===== src/rtl/uart_rx.sv =====
// 8N1 UART receiver with a 2-flop input synchronizer, mid-bit sampling, a one-byte
// holding register with valid/ready handoff, frame-error pulse and sticky overrun.
module uart_rx #(
  parameter int unsigned CLKS_PER_BIT = 434
) (
  input  logic       CLOCK_50,
  input  logic       reset,
  input  logic       UART_RXD,
  output logic [7:0] rx_data,
  output logic       rx_valid,
  input  logic       rx_ready,
  output logic       frame_err,
  output logic       overrun,
  output logic       busy
);

  typedef enum logic [2:0] {
    S_IDLE,
    S_START,
    S_DATA,
    S_STOP,
    S_BREAK
  } state_e;

  localparam logic [15:0] HALF_M1 = 16'(CLKS_PER_BIT / 2 - 1);
  localparam logic [15:0] FULL_M1 = 16'(CLKS_PER_BIT - 1);

  logic       sync1_q;
  logic       rxs_q;
  state_e     state_q;
  logic [15:0] cnt_q;
  logic [2:0] idx_q;
  logic [7:0] shift_q;
  logic [7:0] data_q;
  logic       valid_q;
  logic       ferr_q;
  logic       ovr_q;
  logic       busy_q;
  logic       accept;

  // Synchronizer flops reset to the idle-high line level so reset never fakes a start bit.
  // NOTE: sequential state uses non-blocking (<=) so every flop samples pre-edge values.
  always_ff @(posedge CLOCK_50) begin
    if (reset) begin
      sync1_q <= 1'b1;
      rxs_q   <= 1'b1;
    end else begin
      sync1_q <= UART_RXD;
      rxs_q   <= sync1_q;
    end
  end

  assign accept = valid_q & rx_ready;

  always_ff @(posedge CLOCK_50) begin
    if (reset) begin
      state_q <= S_IDLE;
      cnt_q   <= '0;
      idx_q   <= '0;
      shift_q <= '0;
      data_q  <= '0;
      valid_q <= 1'b0;
      ferr_q  <= 1'b0;
      ovr_q   <= 1'b0;
      busy_q  <= 1'b0;
    end else begin
      ferr_q <= 1'b0;
      if (accept) begin
        valid_q <= 1'b0;
        ovr_q   <= 1'b0;
      end
      // A commit below overrides the handshake clear, keeping valid high with new data.
      case (state_q)
        S_IDLE: begin
          if (!rxs_q) begin
            state_q <= S_START;
            cnt_q   <= '0;
            busy_q  <= 1'b1;
          end
        end
        S_START: begin
          if (cnt_q == HALF_M1) begin
            cnt_q <= '0;
            idx_q <= '0;
            if (!rxs_q) begin
              state_q <= S_DATA;
            end else begin
              state_q <= S_IDLE;
              busy_q  <= 1'b0;
            end
          end else begin
            cnt_q <= cnt_q + 16'd1;
          end
        end
        S_DATA: begin
          if (cnt_q == FULL_M1) begin
            shift_q[idx_q] <= rxs_q;
            cnt_q          <= '0;
            if (idx_q == 3'd7) state_q <= S_STOP;
            else               idx_q   <= idx_q + 3'd1;
          end else begin
            cnt_q <= cnt_q + 16'd1;
          end
        end
        S_STOP: begin
          if (cnt_q == FULL_M1) begin
            cnt_q <= '0;
            if (rxs_q) begin
              data_q  <= shift_q;
              valid_q <= 1'b1;
              if (valid_q && !rx_ready) ovr_q <= 1'b1;
              state_q <= S_IDLE;
              busy_q  <= 1'b0;
            end else begin
              ferr_q  <= 1'b1;
              state_q <= S_BREAK;
            end
          end else begin
            cnt_q <= cnt_q + 16'd1;
          end
        end
        S_BREAK: begin
          if (rxs_q) begin
            state_q <= S_IDLE;
            busy_q  <= 1'b0;
          end
        end
        default: begin
          state_q <= S_IDLE;
          busy_q  <= 1'b0;
        end
      endcase
    end
  end

  assign rx_data   = data_q;
  assign rx_valid  = valid_q;
  assign frame_err = ferr_q;
  assign overrun   = ovr_q;
  assign busy      = busy_q;

endmodule


===== config.mk =====
export PLATFORM = sky130hd
export DESIGN_NAME = uart_rx
export DESIGN_NICKNAME = d
export VERILOG_FILES = /design/src/rtl/uart_rx.sv
export SDC_FILE = /design/constraint.sdc
export NUM_CORES = 1
export LEC_CHECK = 0
export ABC_AREA = 1
export CORE_UTILIZATION = 55
export DETAILED_ROUTE_END_ITERATION = 12
export PLACE_DENSITY_LB_ADDON = 0.25
export SETUP_SLACK_MARGIN = 0.3
export SLEW_MARGIN = 5
export SYNTH_ARGS = -nofsm -noshare
export SYNTH_HDL_FRONTEND = slang
export SYNTH_SLANG_ARGS = --single-unit

===== constraint.sdc =====
create_clock -name CLOCK_50 -period 1.71 [get_ports CLOCK_50]
set_clock_uncertainty 0.05 [all_clocks]
set_input_delay 0.2565 -clock CLOCK_50 [delete_from_list [all_inputs] [get_ports CLOCK_50]]
set_output_delay 0.2565 -clock CLOCK_50 [all_outputs]
set_load 0.05 [all_outputs]

Word level (Yosys, flattened, before mapping)
Cells that the tools add are included.
W data, S select, Z words.
{"block": "totals", "reg_bits": 44, "in_bits": 4, "output_inout_bits": 12, "elab_cells": 82}
{"block": "classes", "addsub": 2, "n_lt_le_gt_ge": 2, "n_eq_ne": 14, "mux": 35, "bitwise": 4, "n_reduce_logical": 14}
{"op": "$mux W16", "n": 3}
{"op": "$pmux W16 S3", "n": 1}
{"op": "$mux W3", "n": 10}
{"op": "$add A16 B1 Y16 const B", "n": 1}
{"op": "$eq A16 B8 Y1 const B", "n": 1}
{"op": "$eq A16 B9 Y1 const B", "n": 1}
{"op": "$mux W1", "n": 15}
{"op": "$pmux W3 S5", "n": 1}
{"op": "$ne A2 B2 Y1 const B", "n": 7}
{"op": "$bwmux W8", "n": 1}
{"op": "$reduce_and A4 Y1", "n": 2}
{"op": "$eq A3 B2 Y1 const B", "n": 2}
{"op": "$eq A3 B3 Y1 const B", "n": 2}
{"op": "$pmux W3 S2", "n": 1}
{"op": "$reduce_and A6 Y1", "n": 1}
{"op": "$pmux W1 S5", "n": 1}
{"op": "$lt A3 B4 Y1 const B", "n": 1}
{"op": "$reduce_and A2 Y1", "n": 2}
{"op": "$add A3 B1 Y3 const B", "n": 1}
{"op": "$demux W1 S3", "n": 1}
{"op": "$eq A3 B1 Y1 const B", "n": 1}
{"op": "$ge A3 B1 Y1 const B", "n": 1}
{"op": "$logic_not A3 Y1", "n": 1}
{"op": "$not A1 Y1", "n": 3}
{"op": "other kinds (9)", "n": 10}

Longest topological paths before layout
{"block": "depth", "word_depth": 6, "ltp_mapped": 11, "mapped_depth_nobuf": 11}

Least setup slack after synthesis
No wires, ideal clock.
{"block": "synth_path", "path_kind": "reg-to-reg", "from": "register cnt_q[1]", "to": "register cnt_q[6]", "setup_time_ps": 117, "t_arrival_ps": 1269, "required_ps": 1543, "path_slack_ps": 274, "path_stages_with_launch": 12, "path_buffers": 0, "period_less_slack_ps": 1436, "cell_sequence": "dfxtp_1 inv_1 ha_1 nand2_1 nor2_4 nand2_4 nand2_2 nand2_4 nor2_8 inv_2 nand2_2 nor2_1"}
{"block": "synth_between", "elab_chain_cells": 3, "word_cells_on_any_way": 6, "cone_classes": "add/sub: 1; eq/ne: 2; mux: 3"}
{"element": "from (decl)", "line_no": "31", "rtl": "logic [15:0] cnt_q;"}
{"element": "from (signal assigned)", "line_no": "92", "rtl": "cnt_q <= cnt_q + 16'd1;"}
{"element": "from (signal assigned)", "line_no": "102", "rtl": "cnt_q <= cnt_q + 16'd1;"}
{"element": "from (signal assigned)", "line_no": "119", "rtl": "cnt_q <= cnt_q + 16'd1;"}
{"element": "$add A16 B1 Y16, or another cell as far along", "line_no": "92, 102, 119"}
{"element": "$mux W16, on equally long branches", "line_no": "96, 106, 82"}
{"element": "$pmux W16 S3 (*)", "line_no": "73", "rtl": "case (state_q)"}
Mark *: on every way between the ends. The rest lies on a longest branch, timed or not.
A chain may end at the register's enable or synchronous reset.

Worst setup path in the final report
Ends and elaborated chain as after synthesis.

==> flow_metrics.env <==
export IMPL_synthesis_area_um2=2480
export IMPL_cp_slowest_cell="dfxtp_4"
export IMPL_clk_pin_slew_ns=0.08
export IMPL_avgSynthCellArea_um2=7.05
export IMPL_cp_max_fo=5
export IMPL_std_cell_rows=24
export IMPL_hold_ws_ns=0.372
export IMPL_max_freq_mhz=630
export IMPL_end_kind="flip-flop"
export IMPL_dr_total_vias=2426
export IMPL_netlist_top_cell_by_area="dfxtp_1"
export IMPL_timing_max_cap_violations=0
export IMPL_place_area_um2=2700
export IMPL_routed_via_density=5.43
export IMPL_synth_edf_count=0
export IMPL_die_w_um=69.2
export IMPL_finalHoldViolCount=0
export IMPL_clockRootBuffer="clkbuf_8"
export IMPL_hold_start="sync1_q"
export IMPL_hold_depth=1
export IMPL_ant_nets=0
export IMPL_setup_tns_ns=0
export IMPL_yosysMostFrequentCell="nand2_1"
export IMPL_timing_rr_start="cnt_q[1]"
export IMPL_grt_pass1_vias=2057
export IMPL_crit_chain="inv_4 -> ha_4 -> nand3b_1 -> nor2_1 -> nand2_1 -> nand2_4 -> nand2_8 -> nor2_8 -> inv_4 -> nand2_2 -> nor2_1"
export IMPL_slew_viol_final=0
export IMPL_irDropWorstVdd_mv=1.39
export IMPL_layout_drive_gt1_share_pct=38.7
export IMPL_setup_viol=0
export IMPL_wl_per_cell_um=14.1
export IMPL_numCtsBuffers=5
export IMPL_synth_fp_nets=361
export IMPL_post_synth_most_frequent_cells="nand2_1 (56), inv_1 (49), nor2_1 (49)"
export IMPL_synth_async_sr_flop_share_pct=0
export IMPL_antenna_found_initial=0
export IMPL_slowest_delay_ns=0.38
export IMPL_wl_met1_mm=2.86
export IMPL_nFillCells=300
export IMPL_arrival_ns=1.72
export IMPL_synth_top_area_share_pct=35.5
export IMPL_p_leak_nw=1.34
export IMPL_area_growth_pct=31.9
export IMPL_cts_hold_buf=0
export IMPL_htree_levels=2
export IMPL_die_area_um2=4790
export IMPL_top_layer_used="met4"
export IMPL_die_y_um=69.2
export IMPL_dp_slack_ns=0.129
export IMPL_rsz0062_at_grt="true"
export IMPL_grt_first_pass_wirelength_mm=9.14
export IMPL_cts_max_path_buffers=2
export IMPL_final_nets=403
export IMPL_setup_slack_ns=0.124
export IMPL_drc_errors=0
export IMPL_cp_num_buf_inv=2
export IMPL_core_um2=4350
export IMPL_clock_sinks=44
export IMPL_clock_latency_ns=0.30
export IMPL_grt_max_degree=22
export IMPL_first_iter_violations=316
export IMPL_port_buffers=15
export IMPL_crit_required_ns=1.85
export IMPL_min_period_ns=1.59
export IMPL_seq_area_frac_synth_pct=35.5
export IMPL_synthTopCellsByArea="dfxtp_1 (35%), nand2_1 (8.5%), inv_1 (7.4%), nor2_1 (7.4%), a21oi_1 (5.8%)"
export IMPL_routabilityCongestion=0.939
export IMPL_finalCritPeriodShare_pct=92.8
export IMPL_design_area_um2=3270
export IMPL_worstSetupStartpointType="flip-flop"
export IMPL_diodes=0
export IMPL_hp_class="flip-flop to flip-flop"
export IMPL_synth_ff_type="dfxtp_1"
export IMPL_critical_path_cell_count=11
export IMPL_ys_ff_latch=44
export IMPL_wl_mm=6.29
export IMPL_num_io_pins=16
export IMPL_post_dp_hpwl_mm=3.89
export IMPL_crit_start="cnt_q[1]"
export IMPL_wl_met2_mm=3.02
export IMPL_cts_tree="done"
export IMPL_path_delay_family="simple AND/OR/NAND/NOR gates"
export IMPL_overflow=0
export IMPL_reg2regPathDepth=11
export IMPL_status="complete, no violations"
export IMPL_wl_met3_um=324
export IMPL_worst_pin_slew_ns=0.267
export IMPL_initial_core_util_pct=57.0
export IMPL_first_pass_iters=6
export IMPL_maxSlewHeadroom_pct=82.1
export IMPL_netlist_instances=352
export IMPL_power_density_nw_per_um2=1170
export IMPL_grt_use_total_pct=23.6
export IMPL_synth_warnings=0
export IMPL_path_class="flip-flop to flip-flop"
export IMPL_synth_cell_types=36
## cells by family after synthesis
kind of cell               count (synthesis)  synth area share, %
xor gates and xnor gates                   3                 1.06
buffers and inverters                     61                 10.3
and+or+nand+nor                          186                 38.5
adders and majority gates                  5                 2.52
AOI/OAI and AO/OA                         53                 12.1
DFF                                       44                 35.5
## layer usage
metal | vias to the layer above | global-route usage (%)
met5 | - | 0
met4 | 0 | 8.16
met3 | 13 | 3.63
met2 | 88 | 38.8
met1 | 1108 | 31.5
li1 | 1217 | -
## where the power goes
group          switching [W]  internal, W
Sequential          0.000125      0.00111
Combinational        0.00114     0.000664
Clock               0.000373     0.000433
Total                0.00163      0.00220
## through the flow
| stage | utilization, % | total power (W) | std cells |
|---|---|---|---|
| 2_1_floorplan | - | 0.00230 | 352 |
| 3_3_place_gp | 62.0 | 0.00256 | 421 |
| 3_5_place_dp | 62.0 | 0.00258 | 421 |
| 4_1_cts | 69.7 | 0.00368 | 439 |
| 5_1_grt | 75.2 | 0.00404 | 447 |
| 6_report | 75.2 | 0.00384 | 447 |
## what timing repair did
action | 4_1_cts | 5_1_grt
resized for setup | 44 | 56
setup buffers | 10 | 7
cloned | 0 | 1
endpoints found under the setup margin | 40 | 40
pin swaps | 17 | 22
## sequential cells by signal, summed over array words and instances (netlist names), named ones only
signal and cells:
busy 1, frame_err 1, rx_valid 1, cnt_q 16
state_q 3, shift_q 8, idx_q 3, rx_data 8
rxs_q 1, sync1_q 1
## worst paths after layout
| path | to | slack (ns) |
|---|---|---|
| min | rxs_q | 0.37 |
| max | cnt_q[6] | 0.12 |
| min reg2reg | rxs_q | 0.37 |
| max reg2reg | cnt_q[6] | 0.12 |
## placed cells by master (no fill, tap or decap), types with 3 or more instances in the layout
cell type | netlist | routed
nand4_1 | 13 | 13
o211ai_1 | 3 | 3
nand2_2 | 12 | 13
nand3_2 | 2 | 8
nand3_1 | 26 | 18
dfxtp_2 | 0 | 9
dfxtp_1 | 44 | 29
nor2_4 | 5 | 13
o21ai_1 | 0 | 5
a21oi_2 | 0 | 9
dfxtp_4 | 0 | 6
a21oi_1 | 29 | 20
buf_4 | 1 | 34
nor2_2 | 10 | 11
nand2_4 | 5 | 9
buf_6 | 1 | 4
ha_4 | 0 | 3
o21ai_2 | 1 | 5
inv_1 | 49 | 46
clkdlybuf4s50_1 | 0 | 3
o21ai_0 | 15 | 6
or2_2 | 3 | 3
inv_2 | 3 | 3
nor2_1 | 49 | 40
clkbuf_8 | 1 | 5
inv_4 | 0 | 3
nand2_1 | 56 | 50
## area by class of cell
class / count / area, um^2 / share of cell area [%]
multi-input cells: 248 / 1630 / 49.7
flip-flops and latches: 44 / 915 / 27.9
repair buffers: 42 / 350 / 10.7
inverters: 53 / 206 / 6.31
clock buffers: 5 / 68.8 / 2.10
well taps: 52 / 65.1 / 1.99
clock inverters: 3 / 42.5 / 1.30
No activity file was read; power rests on OpenSTA's default activity.
